--- config.mk ---
export PLATFORM = sky130hd
export DESIGN_NAME = pt_cycle_counter
export DESIGN_NICKNAME = d
export VERILOG_FILES = /design/src/rtl/tx_point_test_cycle_counter.sv
export SDC_FILE = /design/constraint.sdc
export NUM_CORES = 1
export LEC_CHECK = 0
export ABC_CLOCK_PERIOD_IN_PS = 1500
export CAP_MARGIN = 20
export CORE_AREA = 2 2 39 41
export CTS_CLUSTER_DIAMETER = 120
export CTS_CLUSTER_SIZE = 14
export DETAILED_ROUTE_END_ITERATION = 10
export DIE_AREA = 0 0 41 43
export GPL_ROUTABILITY_DRIVEN = 0
export MAX_ROUTING_LAYER = met4
export PLACE_DENSITY = 0.48
export SLEW_MARGIN = 20
export SYNTH_ARGS = -nofsm -noshare
export SYNTH_HDL_FRONTEND = slang
export SYNTH_SLANG_ARGS = --single-unit
--- constraint.sdc ---
create_clock -name clk -period 1.5 [get_ports clk]
set_input_delay 0.3 -clock clk [delete_from_list [all_inputs] [get_ports clk]]
set_output_delay 0.3 -clock clk [all_outputs]
set_load 0.02 [all_outputs]
--- src/rtl/tx_point_test_cycle_counter.sv ---
// Pattern cycle counter: sync clear, count enable, terminal count
// (tc) high while the count equals MAX-1.
module pt_cycle_counter #(
  parameter int unsigned MAX = 128
) (
  input  logic clk,
  input  logic rst,
  input  logic clr,
  input  logic en,
  output logic tc
);

  localparam int unsigned W = $clog2(MAX + 1);
  localparam logic [W-1:0] LAST = W'(MAX - 1);

  logic [W-1:0] count;

  always_ff @(posedge clk) begin
    if (rst || clr) begin
      count <= '0;
    end else if (en) begin
      count <= count + W'(1);
    end
  end

  assign tc = (count == LAST);

endmodule

==> qor.csv <==
metric,value,unit
min Tclk post-route,1.42,ns
Clock power frac,41.0,%
area growth from synthesis to layout,42.3,%
Worst Max-Slew Pin Slew,0.168,ns
row cnt,14,
vias in the first global route,326,
syn nets,45,
share of layout cells above drive strength 1,34.5,%
DR vias,328,
height of the die,43,um
Crit Path Max Fanout,2,
initial antenna violation count,0,
crit path launch type,flip-flop,
Cells after DPL,68,
share of the synthesized area in the top cell type,45.6,%
pwr dens,819,mW/mm2
largest area contributor in the netlist,dfxtp_1,
worst skew pair latency,0.25,ns
WL/cell,9.89,um
Longest Clk Path Bufs,2,
Final Power,0.410,mW
Core ar.,0.00138,mm2
register bit count reported by yosys,8,
# port buffers,4,
Setup Viol. Count Final,0,
CP arrival,1.12,ns
"Cell Count, Final, Fillers Out",71,
critical path's top delay family,flip-flops,
Biggest register,count,
Vias per Instance,4.62,
Mapped Cells,40,
grt total ovfl,0,
first-pass GRT wire length,1290,um
largest cells by area after synthesis,"dfxtp_1 (46%), xor2_1 (7.5%), nor2_1 (5.3%)",
DR DRC count,0,
Final Hold Viols,0,
HP Class,reg2reg,
Critical path buffers and inverters,1,
initial core utilization,25.4,%
Worst-path clk slew,0.05,ns
Fmax,704,MHz
cts bufs inserted,3,
Final Max Tran Viols,0,
Worst VDD drop,0.372,mV
register area share after synthesis,45.6,%
Ports,5,
Worst Path Required,1.20,ns
Reg power frac,52.7,%
CTS Root Buffer Type,clkbuf_4,
crit-path max cell delay,0.33,ns
Crit Path Category,reg2out,
FILL cells,152,
WL final,702,um
mean post-synth cell area,8.79,um2
Lkg Pwr,0.204,nW
Syn Std Cell Area,352,um2
DR top layer,met4,
hold_buf cts,0,
slowest CP cell,dfxtp_2,
RSZ-0062 raised after global routing,no,
area of the die,0.00176,mm2
synth unique cells,17,
WL met1,331,um
most frequent cells in the layout,"buf_4 (10), dfxtp_1 (6), nor2_1 (5)",
Internal Dissipation,0.322,mW
metal2 WL,318,um
Top Registers,count (8),
"most common cell after layout, fill and taps aside",buf_4,
Final #Nets,62,
pin count of the biggest net entering global routing,9,
Antenna Diode Count,0,
Synth warnings,0,
Antenna Nets Post-Route,0,
initial drt markers,8,
CTS Sinks,8,
Post-DP HPWL,541,um
Die Wd,41,um
Fin Clk Skew,0.000240,ns
gr usage total,11.9,%
Switch Pwr,0.0876,mW
H-Tree Depth,1,
worst-path cell chain,ha_2 -> nand2_1 -> nor3_1 -> buf_2,
Max Cap Viol,0,
met3 WL,25,um
period utilization,94.7,%
CTS tree,yes,
Critical Path End Type,primary output,
logic gate share of total power,6.3,%
Largest register FFs,8,
slew margin rel.,88.8,%
First-pass DRT Iterations,3,
status,completed,
sw frac,21.4,%
==> timing repair <==
action,in CTS,in global routing
setup buffers,0,0
endpoints found under the setup margin,1,1
resized for setup,5,3
==> metrics by stage <==
step	setup slack (ns)	utilization [%]	instance area [um2]	TNS, ns	hold slack, ns
2_1_floorplan	0.118	-	352	0	0.459
3_3_place_gp	-0.105	34.5	478	-0.105	0.490
3_5_place_dp	-0.110	34.5	478	-0.110	0.488
4_1_cts	0.0398	35.8	495	0	0.502
5_1_grt	0.00484	36.2	500	0	0.541
6_report	0.0795	36.2	500	0	0.492
==> worst paths after layout <==
check | cells past startpoint | to | slack (ns) | from
max reg2reg | 5 | count[6] | 0.29 | count[0]
min reg2reg | 2 | count[7] | 0.49 | count[7]
max | 4 | tc | 0.08 | count[0]
min | 2 | count[7] | 0.49 | count[7]
==> cells in the mapped netlist <==
master    count
mux2i_1       1
xor2_1        3
a21oi_1       3
nand4_2       1
nor3_1        1
or3_1         3
o21ai_0       3
nor2_1        5
or2_2         1
dfxtp_1       8
nand2_1       3
nand3_1       2
ha_1          1
nand4_1       2
buf_2         1
xnor2_1       1
clkbuf_1      1
==> cell type report <==
cell class	instances	area, um2	area share, %
multi-input cells	30	185	37.0
flip-flops and latches	8	163	32.5
repair buffers	14	110	22.0
clock buffers	3	22.5	4.50
well taps	16	20.0	4.00
==> worst register-to-register path, cell delays in order (launching register included) <==
cell	delay, ns
dfxtp_2	0.33
ha_2	0.18
buf_4	0.11
nand3_1	0.08
or3_1	0.31
a21oi_1	0.13
==> kinds of logic after synthesis <==
logic type,count (synthesis),synth area share (%)
AO/OA/AOI/OAI,6,8.54
XOR/XNOR,4,9.97
buffers and inverters,2,2.49
multiplexers,1,2.85
flip-flops,8,45.6
adder cells (fa/ha/maj),1,3.56
AND/OR/NAND/NOR,18,27.0
==> power by group through the flow <==
stage               clock [mW]  sequential [mW]  combinational [mW]
finish                   0.168            0.216              0.0257
detailed placement           0            0.220              0.0261
global placement             0            0.220              0.0263
global route             0.187            0.216              0.0290
CTS                      0.174            0.215              0.0262
floorplan                    0            0.221              0.0122
==> routing by layer <==
metal  global-route usage (%)  vias up
met5                        -        -
met4                     10.0        0
li1                         -      171
met2                     16.3        5
met3                     4.71        5
met1                     12.7      147
Note: power is estimated with default switching activity, not from simulation.
